## src/rtl/ctrl_pkg.sv

```systemverilog
// Shared types and constants for the multicycle RV32 control sequencer.
// Contents: state encoding, opcode constants, ALU op classes, datapath mux selects, trap causes.
// Used by: multicycle_control, ctrl_wait_timer.
package ctrl_pkg;

    typedef enum logic [3:0] {
        S_FETCH    = 4'd0,
        S_DECODE   = 4'd1,
        S_MEMADR   = 4'd2,
        S_MEMREAD  = 4'd3,
        S_MEMWB    = 4'd4,
        S_MEMWRITE = 4'd5,
        S_EXECR    = 4'd6,
        S_EXECI    = 4'd7,
        S_ALUWB    = 4'd8,
        S_BEQ      = 4'd9,
        S_JAL      = 4'd10,
        S_TRAP     = 4'd11
    } state_t;

    localparam logic [6:0] OP_LOAD   = 7'b0000011;
    localparam logic [6:0] OP_STORE  = 7'b0100011;
    localparam logic [6:0] OP_RTYPE  = 7'b0110011;
    localparam logic [6:0] OP_ITYPE  = 7'b0010011;
    localparam logic [6:0] OP_BRANCH = 7'b1100011;
    localparam logic [6:0] OP_JAL    = 7'b1101111;

    localparam logic [1:0] ALUOP_ADD   = 2'b00;
    localparam logic [1:0] ALUOP_SUB   = 2'b01;
    localparam logic [1:0] ALUOP_FUNCT = 2'b10;

    localparam logic       ADR_PC     = 1'b0;
    localparam logic       ADR_ALUOUT = 1'b1;

    localparam logic [1:0] RES_ALUOUT    = 2'b00;
    localparam logic [1:0] RES_RDATA     = 2'b01;
    localparam logic [1:0] RES_ALURESULT = 2'b10;

    localparam logic [1:0] SRCA_PC    = 2'b00;
    localparam logic [1:0] SRCA_OLDPC = 2'b01;
    localparam logic [1:0] SRCA_RS1   = 2'b10;

    localparam logic [1:0] SRCB_RS2  = 2'b00;
    localparam logic [1:0] SRCB_IMM  = 2'b01;
    localparam logic [1:0] SRCB_FOUR = 2'b10;

    localparam logic [1:0] CAUSE_NONE    = 2'b00;
    localparam logic [1:0] CAUSE_ILLEGAL = 2'b01;
    localparam logic [1:0] CAUSE_BUS     = 2'b10;

    // States that hold a memory request open and wait on mem_ready.
    function automatic logic is_wait_state(input state_t s);
        return (s == S_FETCH) || (s == S_MEMREAD) || (s == S_MEMWRITE);
    endfunction

endpackage

```

## src/rtl/ctrl_wait_timer.sv

```systemverilog
// Memory wait watchdog: counts consecutive stalled cycles in a memory state.
// Ports: clk/rst_n, active (in a wait state), mem_ready; timeout is combinational,
//        high in the stalled cycle that would be the WAIT_LIMIT-th in a row.
module ctrl_wait_timer
    import ctrl_pkg::*;
#(
    parameter int unsigned WAIT_LIMIT = 255
) (
    input  logic clk,
    input  logic rst_n,
    input  logic active,
    input  logic mem_ready,
    output logic timeout
);

    localparam logic [7:0] LAST = 8'(WAIT_LIMIT - 1);

    logic [7:0] cnt;
    logic       stalled;

    assign stalled = active && !mem_ready;
    assign timeout = stalled && (cnt == LAST);

    // The sequencer only stays in its state while stalled without a timeout;
    // every other case is either a completed access or a state change, both
    // of which restart the count.
    always_ff @(posedge clk or negedge rst_n) begin
        if (!rst_n) begin
            cnt <= '0;
        end else if (stalled && !timeout) begin
            cnt <= cnt + 8'd1;
        end else begin
            cnt <= '0;
        end
    end

endmodule

```

## src/rtl/multicycle_control.sv

```systemverilog
// Main sequencer of the multicycle RV32 core: fetch/decode/execute/writeback FSM.
// Ports: opcode/zero/mem_ready/trap_clear in; datapath enables, mux selects, alu_op,
//        trap/trap_cause and state_dbg out (Moore decode, gated by mem_ready/zero).
module multicycle_control
    import ctrl_pkg::*;
#(
    parameter int unsigned WAIT_LIMIT = 255
) (
    input  logic       clk,
    input  logic       rst_n,
    input  logic [6:0] opcode,
    input  logic       zero,
    input  logic       mem_ready,
    input  logic       trap_clear,
    output logic       pc_write,
    output logic       adr_src,
    output logic       mem_read,
    output logic       mem_write,
    output logic       ir_write,
    output logic [1:0] result_src,
    output logic [1:0] alu_src_a,
    output logic [1:0] alu_src_b,
    output logic [1:0] alu_op,
    output logic       reg_write,
    output logic       trap,
    output logic [1:0] trap_cause,
    output logic [3:0] state_dbg
);

    state_t     state, state_next;
    logic [1:0] cause_q, cause_next;
    logic       timeout;

    ctrl_wait_timer #(.WAIT_LIMIT(WAIT_LIMIT)) u_wait_timer (
        .clk       (clk),
        .rst_n     (rst_n),
        .active    (is_wait_state(state)),
        .mem_ready (mem_ready),
        .timeout   (timeout)
    );

    // State register (trap cause travels with it).
    always_ff @(posedge clk or negedge rst_n) begin
        if (!rst_n) begin
            state   <= S_FETCH;
            cause_q <= CAUSE_NONE;
        end else begin
            state   <= state_next;
            cause_q <= cause_next;
        end
    end

    // Next-state logic. A completed access takes priority over the timeout.
    always_comb begin
        state_next = state;
        cause_next = cause_q;
        case (state)
            S_FETCH: begin
                if (mem_ready) begin
                    state_next = S_DECODE;
                end else if (timeout) begin
                    state_next = S_TRAP;
                    cause_next = CAUSE_BUS;
                end
            end
            S_DECODE: begin
                case (opcode)
                    OP_LOAD, OP_STORE: state_next = S_MEMADR;
                    OP_RTYPE:          state_next = S_EXECR;
                    OP_ITYPE:          state_next = S_EXECI;
                    OP_BRANCH:         state_next = S_BEQ;
                    OP_JAL:            state_next = S_JAL;
                    default: begin
                        state_next = S_TRAP;
                        cause_next = CAUSE_ILLEGAL;
                    end
                endcase
            end
            S_MEMADR:  state_next = (opcode == OP_LOAD) ? S_MEMREAD : S_MEMWRITE;
            S_MEMREAD: begin
                if (mem_ready) begin
                    state_next = S_MEMWB;
                end else if (timeout) begin
                    state_next = S_TRAP;
                    cause_next = CAUSE_BUS;
                end
            end
            S_MEMWB:   state_next = S_FETCH;
            S_MEMWRITE: begin
                if (mem_ready) begin
                    state_next = S_FETCH;
                end else if (timeout) begin
                    state_next = S_TRAP;
                    cause_next = CAUSE_BUS;
                end
            end
            S_EXECR:   state_next = S_ALUWB;
            S_EXECI:   state_next = S_ALUWB;
            S_ALUWB:   state_next = S_FETCH;
            S_BEQ:     state_next = S_FETCH;
            // JAL redirects the PC here, then ALUWB writes oldPC+4 to rd.
            S_JAL:     state_next = S_ALUWB;
            S_TRAP: begin
                if (trap_clear) begin
                    state_next = S_FETCH;
                    cause_next = CAUSE_NONE;
                end
            end
            default: begin
                state_next = S_FETCH;
                cause_next = CAUSE_NONE;
            end
        endcase
    end

    // Output decode.
    always_comb begin
        pc_write   = 1'b0;
        adr_src    = ADR_PC;
        mem_read   = 1'b0;
        mem_write  = 1'b0;
        ir_write   = 1'b0;
        result_src = RES_ALUOUT;
        alu_src_a  = SRCA_PC;
        alu_src_b  = SRCB_RS2;
        alu_op     = ALUOP_ADD;
        reg_write  = 1'b0;
        trap       = 1'b0;
        case (state)
            S_FETCH: begin
                mem_read   = 1'b1;
                adr_src    = ADR_PC;
                alu_src_a  = SRCA_PC;
                alu_src_b  = SRCB_FOUR;
                alu_op     = ALUOP_ADD;
                result_src = RES_ALURESULT;
                pc_write   = mem_ready;
                ir_write   = mem_ready;
            end
            S_DECODE: begin
                // Branch target oldPC+imm lands in ALUOut for BEQ.
                alu_src_a = SRCA_OLDPC;
                alu_src_b = SRCB_IMM;
                alu_op    = ALUOP_ADD;
            end
            S_MEMADR: begin
                alu_src_a = SRCA_RS1;
                alu_src_b = SRCB_IMM;
                alu_op    = ALUOP_ADD;
            end
            S_MEMREAD: begin
                mem_read = 1'b1;
                adr_src  = ADR_ALUOUT;
            end
            S_MEMWB: begin
                result_src = RES_RDATA;
                reg_write  = 1'b1;
            end
            S_MEMWRITE: begin
                mem_write = 1'b1;
                adr_src   = ADR_ALUOUT;
            end
            S_EXECR: begin
                alu_src_a = SRCA_RS1;
                alu_src_b = SRCB_RS2;
                alu_op    = ALUOP_FUNCT;
            end
            S_EXECI: begin
                alu_src_a = SRCA_RS1;
                alu_src_b = SRCB_IMM;
                alu_op    = ALUOP_FUNCT;
            end
            S_ALUWB: begin
                result_src = RES_ALUOUT;
                reg_write  = 1'b1;
            end
            S_BEQ: begin
                alu_src_a  = SRCA_RS1;
                alu_src_b  = SRCB_RS2;
                alu_op     = ALUOP_SUB;
                result_src = RES_ALUOUT;
                pc_write   = zero;
            end
            S_JAL: begin
                alu_src_a  = SRCA_OLDPC;
                alu_src_b  = SRCB_FOUR;
                alu_op     = ALUOP_ADD;
                result_src = RES_ALUOUT;
                pc_write   = 1'b1;
            end
            S_TRAP: begin
                trap = 1'b1;
            end
            default: begin
                trap = 1'b0;
            end
        endcase
    end

    assign trap_cause = cause_q;
    assign state_dbg  = state;

endmodule

```

## config.mk

```make
export PLATFORM = sky130hd
export DESIGN_NAME = multicycle_control
export DESIGN_NICKNAME = d
export VERILOG_FILES = /design/src/rtl/ctrl_pkg.sv /design/src/rtl/ctrl_wait_timer.sv /design/src/rtl/multicycle_control.sv
export SDC_FILE = /design/constraint.sdc
export NUM_CORES = 1
export LEC_CHECK = 0
export CORE_ASPECT_RATIO = 1.1
export CORE_MARGIN = 2
export CORE_UTILIZATION = 60
export DETAILED_ROUTE_END_ITERATION = 7
export DONT_BUFFER_PORTS = 1
export PLACE_DENSITY = 0.77
export SETUP_SLACK_MARGIN = 0.15
export SYNTH_ARGS = -nofsm -noshare
export SYNTH_HDL_FRONTEND = slang
export SYNTH_SLANG_ARGS = --single-unit
```

## constraint.sdc

```tcl
create_clock -name clk -period 1.8 [get_ports clk]
set_clock_uncertainty 0.1 [all_clocks]
set_input_delay 0.18 -clock clk [delete_from_list [all_inputs] [get_ports clk]]
set_output_delay 0.18 -clock clk [all_outputs]
set_load 0.01 [all_outputs]
```

==> metrics.txt, run 1 <==
# TYPE chip_impl_metric gauge
chip_impl_info{name="status",value="finished with violations"} 1
chip_impl_info{name="violations",value="hold timing"} 1
chip_impl_metric{name="core-area",unit="um^2"} 1780
chip_impl_metric{name="row_count",unit=""} 16
chip_impl_metric{name="p_leak",unit="nW"} 0.598
chip_impl_metric{name="dp_worst_setup_slack",unit="ps"} 107
chip_impl_metric{name="antenna_violations_before_repair",unit=""} 0
chip_impl_metric{name="globalRouteTotalUtil",unit="%"} 27.9
chip_impl_metric{name="clock_sink_count",unit=""} 14
chip_impl_metric{name="vias_per_cell",unit=""} 6.56
chip_impl_metric{name="netSwitchingPower",unit="mW"} 1.16
chip_impl_metric{name="post_route_cells_drive_above_1_share",unit="%"} 32.1
chip_impl_info{name="post_synth_main_area_contributors",value="dfrtp_1 31%, nor2_1 10%, a21oi_1 6.7%"} 1
chip_impl_metric{name="final.hold.worst_slack",unit="ps"} -0.137
chip_impl_metric{name="synth_edf_count",unit=""} 0
chip_impl_info{name="yosys.area.top_type",value="dfrtp_1"} 1
chip_impl_metric{name="syn_area_per_cell",unit="um^2"} 7.63
chip_impl_metric{name="path_clk_slew",unit="ps"} 90
chip_impl_metric{name="final.setup.worst_slack",unit="ps"} 25.4
chip_impl_metric{name="synth_nets",unit=""} 162
chip_impl_metric{name="fin_total_pwr",unit="mW"} 2.39
chip_impl_metric{name="worst_case_register_to_register_setup_slack",unit="ps"} 30
chip_impl_metric{name="numnets_final",unit=""} 177
chip_impl_metric{name="irDropWorstVdd",unit="mV"} 0.868
chip_impl_metric{name="globalplace.congestion",unit=""} 0.817
chip_impl_info{name="tritoncts",value="yes"} 1
chip_impl_metric{name="ios",unit=""} 33
chip_impl_metric{name="distinct_cell_type_count_of_the_synthesized_netlist",unit=""} 40
chip_impl_info{name="critical_path_class",value="register to register"} 1
chip_impl_metric{name="drt_first_iter_violations",unit=""} 48
chip_impl_metric{name="die_height",unit="um"} 49.5
chip_impl_metric{name="finalCoreUtilization",unit="%"} 80.5
chip_impl_metric{name="yosysWarnings",unit=""} 0
chip_impl_metric{name="globalRouteOverflowTotal",unit=""} 0
chip_impl_metric{name="timing.critical_path.required",unit="ps"} 1880
chip_impl_metric{name="synthesis.area",unit="um^2"} 1130
chip_impl_metric{name="vias",unit=""} 1181
chip_impl_metric{name="grt_pass1_vias",unit=""} 1057
chip_impl_metric{name="io_buffers",unit=""} 0
chip_impl_metric{name="cts_max_level",unit=""} 1
chip_impl_metric{name="pwr-share-clk",unit="%"} 9.7
chip_impl_info{name="worstSetupStartpointType",value="register"} 1
chip_impl_info{name="critPathCaptureType",value="register"} 1
chip_impl_info{name="top_post_synthesis_cells_by_count",value="31 x nor2_1, 15 x a21oi_1, 14 x dfrtp_1"} 1
chip_impl_metric{name="async_reset_ff_share",unit="%"} 100
chip_impl_metric{name="max-cap-violations",unit=""} 0
chip_impl_metric{name="worst_slew_pin_slew",unit="ps"} 643
chip_impl_metric{name="multi_input_area",unit="um^2"} 842
chip_impl_metric{name="wire_per_inst",unit="um"} 17.8
chip_impl_metric{name="timing.slew.headroom",unit="%"} 57.0
chip_impl_info{name="rsz_0062_raised_after_global_routing",value="true"} 1
chip_impl_metric{name="antenna-diode-count",unit=""} 0
chip_impl_metric{name="critical_path_arrival",unit="ps"} 1860
chip_impl_info{name="startpoint",value="state_dbg[2]"} 1
chip_impl_metric{name="synth-seq-cells",unit=""} 14
chip_impl_metric{name="crit_path_max_fanout",unit=""} 7
chip_impl_info{name="yosys_most_used_dff",value="dfrtp_1"} 1
chip_impl_metric{name="power.switching_fraction",unit="%"} 48.4
chip_impl_metric{name="first_pass_iters",unit=""} 4
chip_impl_metric{name="die_area",unit="um^2"} 2240
chip_impl_metric{name="antenna_violating_nets_remaining",unit=""} 0
chip_impl_metric{name="cell_count_after_synthesis",unit=""} 148
chip_impl_metric{name="final_period_minus_worst_setup_slack",unit="ps"} 1770
chip_impl_metric{name="synth_top_area_share",unit="%"} 31.0
chip_impl_metric{name="insertion_delay",unit="ps"} 290
chip_impl_metric{name="final.fill_count",unit=""} 112
chip_impl_metric{name="powerDensity",unit="nW/um^2"} 1670
chip_impl_info{name="root_buffer_master",value="clkbuf_4"} 1
chip_impl_info{name="hold_path_startpoint",value="mem_ready"} 1
chip_impl_metric{name="tns",unit="ps"} 0
chip_impl_metric{name="start_util",unit="%"} 63.3
chip_impl_metric{name="dp_hpwl",unit="mm"} 1.95
chip_impl_metric{name="grt_pass1_wl",unit="mm"} 4.65
chip_impl_info{name="ff_to_ff_start",value="state_dbg[2]"} 1
chip_impl_metric{name="power.combinational.fraction",unit="%"} 69.3
chip_impl_metric{name="layout_worst_path_cycle_share",unit="%"} 98.6
chip_impl_metric{name="sequential_fraction_of_the_synthesis_area",unit="%"} 31.0
chip_impl_metric{name="die_x",unit="um"} 45.4
chip_impl_metric{name="grt_max_degree",unit=""} 15
chip_impl_metric{name="totalWireLength",unit="mm"} 3.21
chip_impl_metric{name="remaining_drc_errors",unit=""} 0
chip_impl_metric{name="slew_viol_final",unit=""} 0
chip_impl_metric{name="max-clock-path-buffers",unit=""} 2
chip_impl_metric{name="seqPwrFrac",unit="%"} 21.0
chip_impl_metric{name="internal_power_summed_over_all_cells",unit="mW"} 1.23
chip_impl_info{name="post-synth-top-count-cell",value="nor2_1"} 1
chip_impl_metric{name="ff_latch_area",unit="um^2"} 354
chip_impl_info{name="hold_path_class",value="input port to register"} 1
chip_impl_metric{name="cts_buffers",unit=""} 3
chip_impl_metric{name="area_growth_syn_to_layout",unit="%"} 27.1
chip_impl_metric{name="finalSetupViolCount",unit=""} 0
chip_impl_metric{name="fmax",unit="GHz"} 0.564
chip_impl_metric{name="final-hold-violation-count",unit=""} 1
-- final timing paths --
kind                                        to  cells after the start
hold reg to reg            u_wait_timer.cnt[0]                      1
min in group asynchronous  u_wait_timer.cnt[7]                      1
hold / removal             u_wait_timer.cnt[5]                      3
max in group asynchronous         state_dbg[1]                      1
setup / recovery                 trap_cause[0]                      5
setup reg to reg                 trap_cause[0]                      5
-- metal layers --
layer	share of wire [%]	GRT usage [%]	wire, um
met1	40	37.7	1280
met2	49	43.6	1570
met3	9.0	9.52	288
met4	2.1	4.90	67
met5	0	0	0
-- repair_timing --
action / CTS / global route
setup buffers: 4 / 4
pin swaps: 3 / 6
endpoints found under the setup margin: 23 / 26
hold endpoints to repair: 14 / 0
gates resized for setup: 16 / 26
hold buffers: 1 / 0
-- layout by cell type (no fill, tap or decap), types with 3 or more instances in the layout --
cell type / n
nand3_1: 3
buf_4: 12
dfrtp_2: 3
a21oi_1: 14
nor2b_1: 3
nand4_1: 3
inv_1: 6
dfrtp_1: 11
nand2b_4: 5
nand2_1: 6
nor2_1: 25
xor2_1: 5
buf_6: 5
nor2_4: 4
clkbuf_4: 3
nand2b_1: 3
o21ai_0: 4
-- area by class of cell --
class                           instances  area share [%]
Clock buffer                            4            2.53
Timing Repair Buffer                   18            10.9
Inverter                                6            1.57
Multi-Input combinational cell        120            58.7
Tap cell                               18            1.57
Sequential cell                        14            24.7
-- worst max-delay path, stage by stage, from the launching register on --
cell	delay [ps]
dfrtp_2	510
or3_4	400
o22ai_1	250
a21oi_1	140
a21oi_1	200
a21oi_1	60
-- power groups by stage --
stage | Clock (mW) | Combinational (mW) | Sequential [mW]
after detailed placement | 0 | 1.14 | 0.495
after global routing | 0.255 | 1.76 | 0.509
final | 0.232 | 1.66 | 0.502
after CTS | 0.235 | 1.33 | 0.482
after floorplan | 0 | 0.934 | 0.455
after global placement | 0 | 1.12 | 0.494
-- sequential cells by signal (all words and copies together) (netlist names) --
| signal | count |
|---|---|
| u_wait_timer.cnt | 8 |
| state_dbg | 4 |
| trap_cause | 2 |
-- per-stage QoR --
stage          cell area (um^2)  hold WS (ps)  instances
6_report                   1430        -0.137        180
5_1_grt                    1430          2.14        180
4_1_cts                    1310          12.1        176
3_5_place_dp               1170          -215        167
3_3_place_gp               1170          -215        167
2_1_floorplan              1130          -216        148
-- cell families after synthesis --
logic type                 share of synthesized area (%)
xor gates and xnor gates                            6.21
buffers and inverters                               5.99
adders and majority gates                           2.22
and+or+nand+nor                                     33.4
DFF                                                 31.0
AOI/OAI and AO/OA                                   21.2
(Power assumes the default switching activity.)
==> run 2, diff against run 1 <==
- CORE_UTILIZATION: 60 -> 56
- PLACE_DENSITY: 0.77 -> 0.75
- clock period: 1.8 -> 1.5 ns (I/O delays scaled with it)
==> run 2 against run 1 <==
  * The run now fails in 5_1_grt
  * Synthesized area stayed put
  * Synthesized cell count stayed put
==> metrics.txt, run 2 <==
# TYPE chip_impl_metric gauge
chip_impl_metric{name="ios",unit=""} 33
chip_impl_metric{name="start_util",unit="%"} 57.7
chip_impl_info{name="status",value="stopped before the end"} 1
chip_impl_info{name="timing.worst_endpoint.kind",value="primary output"} 1
chip_impl_metric{name="dp_hpwl",unit="mm"} 2.19
chip_impl_info{name="post-synth-top-count-cell",value="nor2_1"} 1
chip_impl_metric{name="placed_cell_area",unit="um^2"} 1380
chip_impl_info{name="repair-timing-grt-worst-ep",value="pc_write"} 1
chip_impl_metric{name="synth_edf_count",unit=""} 0
chip_impl_metric{name="synth-seq-cells",unit=""} 14
chip_impl_info{name="post_synth_main_area_contributors",value="dfrtp_1 31%, nor2_1 10%, a21oi_1 6.7%"} 1
chip_impl_metric{name="synth_nets",unit=""} 162
chip_impl_metric{name="grt_max_degree",unit=""} 15
chip_impl_metric{name="die_x",unit="um"} 46.8
chip_impl_info{name="run.stop_error",value="[ERROR DPL-0038] Utilization greater than 100%, impossible to legalize"} 1
chip_impl_metric{name="max-clock-path-buffers",unit=""} 2
chip_impl_info{name="root_buffer_master",value="clkbuf_4"} 1
chip_impl_metric{name="io_buffers",unit=""} 0
chip_impl_metric{name="globalplace.congestion",unit=""} 0.810
chip_impl_metric{name="cts_buffers",unit=""} 3
chip_impl_metric{name="sequential_fraction_of_the_synthesis_area",unit="%"} 31.0
chip_impl_info{name="top_post_synthesis_cells_by_count",value="31 x nor2_1, 15 x a21oi_1, 14 x dfrtp_1"} 1
chip_impl_metric{name="row_count",unit=""} 17
chip_impl_metric{name="cts_max_level",unit=""} 1
chip_impl_metric{name="async_reset_ff_share",unit="%"} 100
chip_impl_info{name="yosys_most_used_dff",value="dfrtp_1"} 1
chip_impl_metric{name="cell_count_after_synthesis",unit=""} 148
chip_impl_metric{name="synth_top_area_share",unit="%"} 31.0
chip_impl_metric{name="yosysWarnings",unit=""} 0
chip_impl_info{name="yosys.area.top_type",value="dfrtp_1"} 1
chip_impl_metric{name="clock_sink_count",unit=""} 14
chip_impl_metric{name="syn_area_per_cell",unit="um^2"} 7.63
chip_impl_metric{name="distinct_cell_type_count_of_the_synthesized_netlist",unit=""} 40
chip_impl_metric{name="die_height",unit="um"} 51.1
chip_impl_metric{name="synthesis.area",unit="um^2"} 1130
chip_impl_info{name="outcome.stop_stage",value="5_1_grt"} 1
run 2: metrics by stage:
stage | std cells | setup slack, ps
after floorplan | 148 | -77.7
after global placement | 196 | -36.9
after detailed placement | 196 | -89.5
after CTS | 215 | -221
run 2: timing repair:
item	CTS
hold buffers	4
resized for setup	51
pin swaps	19
buffers inserted	11
hold endpoints to repair	18
endpoints found under the setup margin	29
run 2: logic make-up after synthesis:
group | Yosys count | synth area share (%)
adders and majority gates | 2 | 2.22
buffers and inverters | 14 | 5.99
AOI/OAI and AO/OA | 37 | 21.2
and+or+nand+nor | 73 | 33.4
xor gates and xnor gates | 8 | 6.21
DFF | 14 | 31.0
==> run 3, diff against run 2 <==
- CORE_AREA: default -> 2 2 63 65
- CORE_ASPECT_RATIO: 1.1 -> default
- CORE_MARGIN: 2 -> default
- CORE_UTILIZATION: 56 -> default
- DIE_AREA: default -> 0 0 65 67
- PLACE_DENSITY: 0.75 -> default
- PLACE_DENSITY_LB_ADDON: default -> 0.15
- SETUP_SLACK_MARGIN: 0.15 -> default
- clock period: 1.5 -> 2 ns (I/O delays scaled with it)
==> run 3 against run 2 <==
  * The flow now finishes without violations
==> metrics.txt, run 3 (synthesis gave the netlist of run 1 again) <==
# TYPE chip_impl_metric gauge
chip_impl_info{name="status",value="finished, final reports clean"} 1
chip_impl_metric{name="area_growth_syn_to_layout",unit="%"} 12.5
chip_impl_metric{name="grt_max_degree",unit=""} 16
chip_impl_metric{name="grt_pass1_wl",unit="mm"} 4.49
chip_impl_info{name="tritoncts",value="yes"} 1
chip_impl_metric{name="max-clock-path-buffers",unit=""} 2
chip_impl_metric{name="ios",unit=""} 33
chip_impl_info{name="hold_path_class",value="input port to register"} 1
chip_impl_metric{name="vias",unit=""} 1052
chip_impl_metric{name="cts.repair_timing.setup_buffer_count",unit=""} 0
chip_impl_metric{name="p_leak",unit="nW"} 0.520
chip_impl_metric{name="irDropWorstVdd",unit="mV"} 0.403
chip_impl_metric{name="die_x",unit="um"} 65
chip_impl_metric{name="max-cap-violations",unit=""} 0
chip_impl_metric{name="layout_worst_path_cycle_share",unit="%"} 93.4
chip_impl_metric{name="worst_case_register_to_register_setup_slack",unit="ps"} 170
chip_impl_metric{name="antenna_violations_before_repair",unit=""} 0
chip_impl_metric{name="die_height",unit="um"} 67
chip_impl_info{name="largest_reg_by_ff_count",value="u_wait_timer.cnt"} 1
chip_impl_metric{name="worst_slew_pin_slew",unit="ps"} 607
chip_impl_metric{name="post_route_cells_drive_above_1_share",unit="%"} 13.7
chip_impl_metric{name="final_std_cell_area_no_fill",unit="um^2"} 1270
chip_impl_metric{name="finalSetupViolCount",unit=""} 0
chip_impl_metric{name="globalRouteOverflowTotal",unit=""} 0
chip_impl_info{name="worst_setup_path_endpoint",value="reg_write"} 1
chip_impl_metric{name="fmax",unit="GHz"} 0.535
chip_impl_metric{name="final_period_minus_worst_setup_slack",unit="ps"} 1870
chip_impl_metric{name="fin_total_pwr",unit="mW"} 1.73
chip_impl_metric{name="globalplace.congestion",unit=""} 0.743
chip_impl_metric{name="dp_hpwl",unit="mm"} 2.16
chip_impl_metric{name="insertion_delay",unit="ps"} 240
chip_impl_metric{name="timing.slew.headroom",unit="%"} 59.4
chip_impl_metric{name="globalRouteTotalUtil",unit="%"} 13.1
chip_impl_metric{name="final.hold.worst_slack",unit="ps"} 91.2
chip_impl_metric{name="worstRegToRegCells",unit=""} 6
chip_impl_info{name="worstSetupStartpointType",value="register"} 1
chip_impl_metric{name="drt_first_iter_violations",unit=""} 48
chip_impl_metric{name="numnets_final",unit=""} 169
chip_impl_metric{name="start_util",unit="%"} 31.3
chip_impl_info{name="ff_to_ff_start",value="state_dbg[2]"} 1
chip_impl_info{name="critPathCaptureType",value="output port"} 1
chip_impl_metric{name="wire_per_inst",unit="um"} 13.7
chip_impl_metric{name="antenna-diode-count",unit=""} 0
chip_impl_metric{name="finalCoreUtilization",unit="%"} 35.2
chip_impl_metric{name="clock_sink_count",unit=""} 14
chip_impl_metric{name="cts_max_level",unit=""} 1
chip_impl_metric{name="row_count",unit=""} 22
chip_impl_metric{name="remaining_drc_errors",unit=""} 0
chip_impl_metric{name="slew_viol_final",unit=""} 0
chip_impl_metric{name="final-hold-violation-count",unit=""} 0
chip_impl_metric{name="path_clk_slew",unit="ps"} 50
chip_impl_metric{name="io_buffers",unit=""} 0
chip_impl_info{name="startpoint",value="state_dbg[2]"} 1
chip_impl_metric{name="grt_pass1_vias",unit=""} 936
chip_impl_metric{name="tns",unit="ps"} 0
chip_impl_info{name="timing.rr.end",value="trap_cause[0]"} 1
chip_impl_info{name="critical_path_class",value="register to output port"} 1
chip_impl_metric{name="vias_per_cell",unit=""} 5.23
chip_impl_metric{name="placed_cell_area",unit="um^2"} 1210
chip_impl_metric{name="first_pass_iters",unit=""} 4
chip_impl_metric{name="antenna_violating_nets_remaining",unit=""} 0
chip_impl_metric{name="die_area",unit="um^2"} 4360
chip_impl_metric{name="cts_buffers",unit=""} 3
chip_impl_metric{name="crit_path_max_fanout",unit=""} 9
chip_impl_info{name="root_buffer_master",value="clkbuf_8"} 1
chip_impl_info{name="rsz_0062_raised_after_global_routing",value="false"} 1
chip_impl_metric{name="final.fill_count",unit=""} 380
chip_impl_info{name="final_common_cell",value="nor2_1"} 1
chip_impl_metric{name="core-area",unit="um^2"} 3610
chip_impl_info{name="top_library_cells_by_usage_in_the_layout_fill_and_taps_aside",value="29 x nor2_1, 15 x a21oi_1, 12 x dfrtp_1"} 1
chip_impl_metric{name="largest_register_ff_count",unit=""} 8
chip_impl_metric{name="powerDensity",unit="nW/um^2"} 1360
chip_impl_metric{name="totalWireLength",unit="mm"} 2.76
chip_impl_metric{name="timing.critical_path.required",unit="ps"} 1700
chip_impl_metric{name="critical_path_arrival",unit="ps"} 1570
==> run 3: area by class of cell <==
cell class	instances	area [um^2]	area share (%)
multi-input cells	120	716	56.4
flip-flops and latches	14	353	27.8
well taps	48	60.1	4.73
clock buffers	3	41.3	3.25
inverters	6	22.5	1.77
repair buffers	10	77.6	6.11
==> run 3: routing by layer <==
metal  up-vias  wire [um]  global-route usage [%]
li1        531          -                       -
met1       497       1340                    19.1
met2        24       1240                    19.7
met3         0        171                    2.70
met4         0          0                    3.19
met5         -          0                       0
==> run 3: how the worst min path moves through the flow <==
stage	to	from	depth (start not counted)	slack, ps
final	state_dbg[2]	opcode[4]	2	90
after global routing	state_dbg[2]	opcode[4]	2	90
after CTS	state_dbg[2]	opcode[4]	2	90
after detailed placement	u_wait_timer.cnt[5]	rst_n	0	-200
after global placement	u_wait_timer.cnt[5]	rst_n	0	-200
after floorplan	state_dbg[0]	rst_n	0	-200
==> run 3: what timing repair did <==
item | CTS | global route
hold endpoints to repair | 14 | 0
setup endpoints to repair | 1 | 1
hold buffers | 1 | 0
gates resized for setup | 1 | 3
pin swaps | 0 | 0
==> run 3: through the flow <==
stage | cells | setup slack [ps]
final | 201 | 131
after floorplan | 148 | 365
after CTS | 201 | 71.0
after detailed placement | 197 | 117
after global placement | 197 | 189
after global routing | 201 | 62.0
==> run 3: where the power goes <==
part	internal (mW)	switching (mW)
Clock	0.133	0.0904
Sequential	0.346	0.132
Combinational	0.419	0.612
==> run 3: worst max-delay path: stages, from the launching register on <==
cell      delay [ps]
dfrtp_1          490
buf_4            210
nand2b_1         200
a211oi_1         440
